File: src/rtl/song_player_if.sv
// song_player_if: control, song-memory and keycode signals between the player and its surroundings
interface song_player_if #(parameter int ADDR_W = 8);
  logic              start;
  logic              stop;
  logic [ADDR_W-1:0] rom_addr;
  logic [15:0]       rom_data;
  logic [7:0]        keycode;
  logic              busy;
  logic              song_done;
  logic              enc_err;
  modport master(input start, stop, rom_data, output rom_addr, keycode, busy, song_done, enc_err);
  modport slave(output start, stop, rom_data, input rom_addr, keycode, busy, song_done, enc_err);
endinterface

File: src/rtl/song_player.sv
// song_player: walks a song memory and plays each note event as a keyboard keycode
module song_player #(
  parameter int TICK_DIV  = 1_000_000,
  parameter int GAP_TICKS = 1,
  parameter int ADDR_W    = 8
) (
  input logic         clk,
  input logic         reset,
  song_player_if.master bus
);
  localparam int TW = TICK_DIV > 1 ? $clog2(TICK_DIV) : 1;
  typedef enum logic [2:0] {IDLE, FETCH, WAIT, PLAY, GAP, DONE} state_t;
  state_t            r_state, w_next;
  logic [ADDR_W-1:0] r_addr;
  logic [TW-1:0]     r_tick;
  logic [7:0]        r_dur, r_key, w_key;
  logic              r_err, w_ok, w_wrap, w_last, w_go, w_count;
  // index is {octave, note, flat}; result is {valid, keycode}
  function automatic logic [8:0] encode(input logic [6:0] k);
    case (k)
      7'h12: return 9'h11d;  7'h14: return 9'h11b;  7'h16: return 9'h106;  7'h18: return 9'h119;
      7'h1a: return 9'h105;  7'h1c: return 9'h111;  7'h1e: return 9'h110;
      7'h22: return 9'h136;  7'h24: return 9'h137;  7'h26: return 9'h138;  7'h28: return 9'h114;
      7'h2a: return 9'h11a;  7'h2c: return 9'h108;  7'h2e: return 9'h115;
      7'h32: return 9'h117;  7'h34: return 9'h11c;  7'h36: return 9'h118;  7'h38: return 9'h11e;
      7'h3a: return 9'h112;  7'h3c: return 9'h113;  7'h3e: return 9'h12f;  7'h42: return 9'h130;
      7'h15: return 9'h122;  7'h17: return 9'h107;  7'h1d: return 9'h104;
      7'h27: return 9'h151;  7'h2b: return 9'h131;  7'h2d: return 9'h132;  7'h2f: return 9'h133;
      7'h35: return 9'h135;  7'h3d: return 9'h139;  7'h3f: return 9'h145;
      default: return 9'h000;
    endcase
  endfunction
  assign {w_ok, w_key} = bus.rom_data[11:9] == 3'd0 ? 9'h100 : encode(bus.rom_data[14:8]);
  assign w_count = r_state == PLAY || r_state == GAP;
  assign w_wrap  = w_count && r_tick == TW'(TICK_DIV - 1);
  assign w_last  = w_wrap && r_dur == 8'd1;
  assign w_go    = bus.start && !bus.stop;
  always_comb begin
    w_next = r_state;
    case (r_state)
      IDLE:    w_next = w_go ? FETCH : IDLE;
      FETCH:   w_next = WAIT;
      WAIT:    w_next = bus.rom_data[15] ? DONE : PLAY;
      PLAY:    w_next = w_last ? (GAP_TICKS == 0 ? FETCH : GAP) : PLAY;
      GAP:     w_next = w_last ? FETCH : GAP;
      default: w_next = IDLE;
    endcase
    if (bus.stop && r_state != IDLE) w_next = IDLE;
  end
  always_ff @(posedge clk or posedge reset) begin
    if (reset) begin
      r_state <= IDLE;
      r_addr  <= '0;
      r_tick  <= '0;
      r_dur   <= '0;
      r_key   <= '0;
      r_err   <= 1'b0;
    end else begin
      r_state <= w_next;
      r_addr  <= w_next == IDLE ? '0 : (w_next == FETCH && r_state != IDLE) ? r_addr + 1'b1 : r_addr;
      r_tick  <= w_count && !w_wrap && w_next != IDLE ? r_tick + 1'b1 : '0;
      r_dur   <= w_next == IDLE ? 8'd0 :
                 r_state == WAIT ? (bus.rom_data[7:0] == 8'd0 ? 8'd1 : bus.rom_data[7:0]) :
                 w_wrap ? (w_last ? 8'(GAP_TICKS) : r_dur - 8'd1) : r_dur;
      r_key   <= r_state == WAIT && w_next == PLAY ? w_key : r_key;
      r_err   <= r_state == IDLE && w_go ? 1'b0 : (r_state == WAIT && w_next == PLAY && !w_ok) ? 1'b1 : r_err;
    end
  end
  assign bus.rom_addr  = r_addr;
  assign bus.keycode   = r_state == PLAY ? r_key : 8'h00;
  assign bus.busy      = r_state != IDLE;
  assign bus.song_done = r_state == DONE;
  assign bus.enc_err   = r_err;
endmodule

File: src/flat_wrapper.sv
// flat-port wrapper written by rule: the top's interface ports become plain ports
module song_player_flat 
#(
  parameter int TICK_DIV  = 1_000_000,
  parameter int GAP_TICKS = 1,
  parameter int ADDR_W    = 8
)
  (clk, reset, bus_start, bus_stop, bus_rom_data, bus_rom_addr, bus_keycode, bus_busy, bus_song_done, bus_enc_err);
  song_player_if #(.ADDR_W(ADDR_W)) bus_i ();
  input logic clk;
  input logic reset;
  input wire logic [$bits(bus_i.start)-1:0] bus_start;
  input wire logic [$bits(bus_i.stop)-1:0] bus_stop;
  input wire logic [$bits(bus_i.rom_data)-1:0] bus_rom_data;
  output wire logic [$bits(bus_i.rom_addr)-1:0] bus_rom_addr;
  output wire logic [$bits(bus_i.keycode)-1:0] bus_keycode;
  output wire logic [$bits(bus_i.busy)-1:0] bus_busy;
  output wire logic [$bits(bus_i.song_done)-1:0] bus_song_done;
  output wire logic [$bits(bus_i.enc_err)-1:0] bus_enc_err;
  assign bus_i.start = bus_start;
  assign bus_i.stop = bus_stop;
  assign bus_i.rom_data = bus_rom_data;
  assign bus_rom_addr = bus_i.rom_addr;
  assign bus_keycode = bus_i.keycode;
  assign bus_busy = bus_i.busy;
  assign bus_song_done = bus_i.song_done;
  assign bus_enc_err = bus_i.enc_err;
  song_player #(.TICK_DIV(TICK_DIV), .GAP_TICKS(GAP_TICKS), .ADDR_W(ADDR_W)) u_core (.clk(clk), .reset(reset), .bus(bus_i));
endmodule
File: config.mk
export PLATFORM = sky130hd
export DESIGN_NAME = song_player_flat
export DESIGN_NICKNAME = d
export VERILOG_FILES = /design/src/rtl/song_player_if.sv /design/src/rtl/song_player.sv /design/src/flat_wrapper.sv
export SDC_FILE = /design/constraint.sdc
export NUM_CORES = 1
export LEC_CHECK = 0
export BUFFER_PORTS_ARGS = -buffer_cell sky130_fd_sc_hd__buf_2
export CAP_MARGIN = 40
export CELL_PAD_IN_SITES_DETAIL_PLACEMENT = 1
export CELL_PAD_IN_SITES_GLOBAL_PLACEMENT = 1
export CORE_MARGIN = 2
export CORE_UTILIZATION = 30
export CTS_CLUSTER_SIZE = 25
export DETAILED_ROUTE_END_ITERATION = 7
export PLACE_DENSITY = 0.57
export SLEW_MARGIN = 20
export SYNTH_ARGS = -nofsm -noshare
export SYNTH_HDL_FRONTEND = slang
export SYNTH_SLANG_ARGS = --single-unit
File: constraint.sdc
create_clock -name clk -period 3.2 [get_ports clk]
set_input_delay 0.16 -clock clk [delete_from_list [all_inputs] [get_ports clk]]
set_output_delay 0.16 -clock clk [all_outputs]
set_load 0.01 [all_outputs]
---- Yosys cells after proc, flatten, opt, wreduce, memory -nomap -nowiden ----
Memory sizes are Yosys's and may differ from the RTL's.
Cells that the tools add are included.
W data, S select, Z words.
storage, ports and cells
  register bits after elaboration ......... 48
  bits in read-only memories .............. 1024
  word-level logic and storage cells ...... 60
  memories ................................ 1
operators by class
  add/sub/neg operators ................... 3
  equality and inequality tests ........... 9
  mux-type cells .......................... 18
  reductions and logical operators ........ 23
memory list
  name              words  width  rd ports  clocked after memory_dff  write ports  RTL line           text
  (name not given)  128    8      1         0                         0            song_player.sv:20  case (k)
operators by type and width
  cell                     count
  $mux W8                  8
  $add A20 B1 Y20 const B  1
  $eq A20 B20 Y1 const B   1
  $mux W20                 1
  $pmux W3 S5              1
  $mux W3                  4
  $logic_and A1 B1 Y1      10
  $eq A3 B2 Y1 const B     3
  $logic_not A3 Y1         3
  $mux W9                  1
  $reduce_bool A3 Y1       3
  $add A8 B1 Y8 const B    1
  $eq A8 B1 Y1 const B     1
  $logic_not A8 Y1         1
  $sub A8 B1 Y8 const B    1
  $eq A3 B1 Y1 const B     2
  $eq A3 B3 Y1 const B     2
  $reduce_bool A2 Y1       2
  $logic_not A1 Y1         3
  $mux W1                  3
  $logic_or A1 B1 Y1       1

---- Logic depth before layout (Yosys ltp) ----
  depth after elaboration ................. 12
  mapped depth ............................ 9
  mapped depth without buffers ............ 8

---- Least setup slack after synthesis ----
No wires, ideal clock.
  path type ............................... flip-flop to flip-flop
  start point ............................. register u_core.r_tick[7]
  end point ............................... register u_core.r_tick[19]
  data arrival time ....................... 2.626 ns
  data required time ...................... 3.120 ns
  path slack .............................. 0.494 ns
  stages on the path, launching flop included .. 8
  path buffers ............................ 1
  clock period less this slack ............ 2.706 ns
  cells stage by stage .................... dfrtp_1 > or4_1 > or4_4 > or4_4 > a31oi_4 > a21oi_4 > buf_6 > nor3_4
between the ends
  cells in the longest elaborated chain, start to end .. 9
  elaborated cells between the ends (all ways) .. 13
RTL lines
  what                        RTL line                              text
  start, declared             song_player.sv:15                     logic [TW-1:0] r_tick;
  start signal, assigned      song_player.sv:61                     r_tick <= w_count && !w_wrap && w_next != IDLE ? r_tick + 1'b1 : '0;
  $eq A20 B20 Y1 *            song_player.sv:35                     assign w_wrap = w_count && r_tick == TW'(TICK_DIV - 1);
  $logic_and A1 B1 Y1 *       song_player.sv:35
  $logic_and A1 B1 Y1 *       song_player.sv:36                     assign w_last = w_wrap && r_dur == 8'd1;
  $mux W3 (on tied branches)  song_player.sv:45, song_player.sv:44
  $pmux W3 S5 *               song_player.sv:40                     case (r_state)
  $mux W3 *                   song_player.sv:48                     if (bus.stop && r_state != IDLE) w_next = IDLE;
  named net u_core.w_next[0]  song_player.sv:13                     state_t r_state, w_next;
  $reduce_bool A3 Y1 *        song_player.sv:61
  $logic_and A1 B1 Y1 *       song_player.sv:61
  $mux W20 *                  song_player.sv:61
The timed path passes the listed nets; every way through them passes the cells marked *.
A chain may end at the register's enable or synchronous reset.

---- Worst setup path in the final report ----
  start point ............................. register u_core.r_tick[7]
  end point ............................... register u_core.r_dur[3]
between the ends
  cells in the longest elaborated chain, start to end .. 8
  elaborated cells between the ends (all ways) .. 13
RTL lines
  what                                                     RTL line                              text
  $eq A20 B20 Y1 *                                         song_player.sv:35
  $logic_and A1 B1 Y1 *                                    song_player.sv:35
  $logic_and A1 B1 Y1                                      song_player.sv:36
  $mux W3 (on tied branches)                               song_player.sv:45, song_player.sv:44
  $pmux W3 S5                                              song_player.sv:40
  $mux W3                                                  song_player.sv:48
  $logic_not A3 Y1                                         song_player.sv:62                     r_dur <= w_next == IDLE ? 8'd0 :
  $reduce_bool A3 Y1 (no line) or $mux W8 (tied branches)  n/a
  end signal, assigned                                     song_player.sv:62
  end, declared                                            song_player.sv:16                     logic [7:0] r_dur, r_key, w_key;
Mark *: on every way between the ends. The rest lies on a longest branch, timed or not. The select of a mux whose other input is x is not followed.

==> impl_metrics.yaml <==
logic_synthesis:
  synth_top_area_share: 0.356
  synth_flop_cell: "dfrtp_1"
  syn_inst: 376
  netlist_area_um2: 3310
  synth_top_area_cell: "dfrtp_1"
  synth_edf_count: 0
  syn-num-nets: 407
  synth.ff_latch_count: 47
  synth_area_leaders: "dfrtp_1 (36%), nand2_1 (4.5%), nor3_2 (4.2%), nor2_1 (4.2%), ha_1 (4.2%)"
  synth_cell_types: 58
  yosysSeqAreaShare: 0.356
  yosys_warnings: 0
  avgSynthCellArea_um2: 8.80
  async_reset_ff_frac: 1.00
clock_tree:
  htreeDepth: 2
  cts_sinks: 47
  root_buffer: "clkbuf_8"
  clock_latency_ps: 310
  clockBufferDepth: 2
  clkTransAtPathRegs_ps: 100
  cts_made_buffers: 5
  cts-resized-gates: 0
  cts_tree: "done"
worst_setup_path:
  path_buf_inv: 1
  worst_setup_path_end_kind: "flop"
  cp_data_required_time_ps: 3410
  critPathMaxFanout: 10
  path_delay_family: "simple AND/OR/NAND/NOR gates"
  slowest_delay_ps: 560
  path_class: "flop to flop"
  r2r_start: "u_core.r_tick[7]"
  crit_chain: "or4_1, or4_4, buf_4, nor3_4, nand2_1, a2111o_1, a311oi_1"
  start_kind: "flop"
  worstPathArrival_ps: 3120
  slowest_stage: "or4_1"
  setup.worst_path.start: "u_core.r_tick[7]"
detailed_routing:
  drc: 0
  ant_nets: 0
  routedWlPerCell_um: 16.1
  first_pass_iters: 4
  vias_per_cell: 5.17
  drtIter0Drc: 79
  via_count: 2903
  wirelength_um: 9050
pwr:
  peakVddDrop_mv: 0.230
  p_comb_frac: 0.374
  clkPwrFrac: 0.238
  p_sw_frac: 0.392
  pwr-share-seq: 0.387
  p_per_area_nw_per_um2: 510
  p_int_mw: 1.19
  p_switching_mw: 0.768
  power.leakage_nw: 1.63
die:
  initial_core_util: 0.307
  row_count: 38
  die_w_um: 109
  die_y_um: 109
  coreArea_um2: 10800
  io_pins: 39
  fp.dieArea_um2: 11900
place:
  portBuffers: 37
  hpwl_um: 6640
  place.gp.congestion: 0.772
run_status:
  status: "finished clean"
sta:
  slew_headroom: 0.554
  finalMaxSlewViolations: 0
  tightest_slew_ps: 666
  rsz0062_at_grt: "false"
  period_share: 0.909
  fin_crit_ps: 2910
  hold_violations: 0
  totalNegativeSetupSlack_ps: 0
  setup_violations: 0
  finClkSkew_ps: 10.7
  timing.fmax_mhz: 344
global_route:
  grt_first_pass_wirelength_um: 15000
  antenna_found_initial: 0
  grt_max_degree: 29
  gr-usage-all-layers: 0.160
  grt_overflow: 0
  grt_pass1_vias: 2924
flow_run:
  drv_cap: 0
hold_path:
  hold_start: "bus_stop"
  holdCritPathClass: "input pin to flop"
layout:
  fin_util: 0.356
  areaGrowthSynthToFinish_pct: 16.2
  fin_nets: 451
  diodes: 0
  layout-drive-gt1-share: 0.214
layout make-up:
type / instances / area [um^2]
Fill cell: 1276 / 6950
Multi-Input combinational cell: 297 / 1990
Sequential cell: 47 / 1180
Timing Repair Buffer: 56 / 343
Tap cell: 140 / 175
Clock buffer: 5 / 68.8
Inverter: 13 / 48.8
Clock inverter: 3 / 47.5
path summary, 6_finish.rpt:
kind | end | slack (ps) | cells after the start
worst max-delay path | u_core.r_dur[3] | 290 | 7
worst min-delay path | u_core.r_state[2] | 100 | 2
worst max register to register | u_core.r_dur[3] | 290 | 7
worst min register to register | u_core.r_key[3] | 480 | 2
max in group asynchronous | u_core.r_dur[5] | 2230 | 4
min in group asynchronous | u_core.bus.rom_addr[6] | 440 | 3
worst reg2reg max path, delay by kind of cell, from the launching register on:
| family | cells | cell delay [ps] |
|---|---|---|
| buffers and inverters | 1 | 160 |
| flip-flops | 1 | 400 |
| AND/OR/NAND/NOR | 4 | 1590 |
| AO/OA/AOI/OAI | 2 | 650 |
logic make-up (layout without fill, tap and decap cells):
logic type,Yosys count,after routing,share of synthesized area
other,1,1,0.00113
adder cells (fa/ha/maj),11,11,0.0416
multiplexers,9,9,0.0272
AO/OA/AOI/OAI,72,72,0.160
AND/OR/NAND/NOR,177,177,0.298
XOR/XNOR,27,27,0.0715
buffers and inverters,32,77,0.0442
flip-flops,47,47,0.356
through the flow:
stage          instances  setup WS, ps  area (um^2)  total power, mW  hold slack, ps
2_1_floorplan        376           494         3310             1.27             226
3_3_place_gp         547           178         3670             1.45             423
3_5_place_dp         549           111         3700             1.48             244
4_1_cts              558          68.0         3820             1.95            93.7
5_1_grt              561           138         3840             2.10             114
6_report             561           291         3840             1.96            97.4
cell usage after synthesis, drive strengths merged, types with 4 or more instances:
library cell and number:
dfrtp 47, nand2 40, nor2 37, nor3 29, nand3 17, a21oi 15, o21ai 15, xor2 15
clkbuf 14, inv 12, xnor2 12, ha 11, and2 10, mux2i 9, nand4 9, a211oi 8
buf 5, o31ai 5, or3 5, a311oi 4, a31oi 4, and3 4, nor3b 4, nor4 4
or4 4
layout by cell type, fill, tap and decap left out, types with 13 or more instances in the layout:
cell | synthesis | routed
xor2_1 | 15 | 15
dfrtp_1 | 47 | 47
buf_4 | 1 | 17
o21ai_0 | 15 | 15
nand3_1 | 17 | 17
buf_2 | 0 | 37
nor2_1 | 37 | 37
nand2_1 | 40 | 40
nor3_2 | 14 | 14
a21oi_1 | 14 | 14
nor3_1 | 13 | 13
power groups by stage:
stage	Sequential, mW	Clock (mW)	Combinational, mW
3_5_place_dp	0.770	0	0.708
4_1_cts	0.760	0.480	0.713
3_3_place_gp	0.767	0	0.688
6_report	0.759	0.466	0.734
5_1_grt	0.774	0.500	0.822
2_1_floorplan	0.733	0	0.539
layer usage:
metal  part of all wire  up-vias  global-route usage
met4             0.0095        0              0.0311
met2               0.49       28               0.273
met1               0.48     1429               0.218
li1                   -     1440                   -
met3              0.019        6              0.0179
met5                  0        -                   0
state kept, by name (all words and copies together) (netlist names):
name	flops
u_core.r_tick	20
u_core.bus.rom_addr	8
u_core.r_dur	8
u_core.r_key	7
u_core.r_state	3
u_core.bus.enc_err	1
timing repair:
item | in CTS | in global routing
endpoints found under the setup margin | 0 | 18
buffers inserted | 0 | 3
hold buffers | 1 | 0
hold endpoints to repair | 22 | 0
Note: power is estimated with default switching activity, not from simulation.
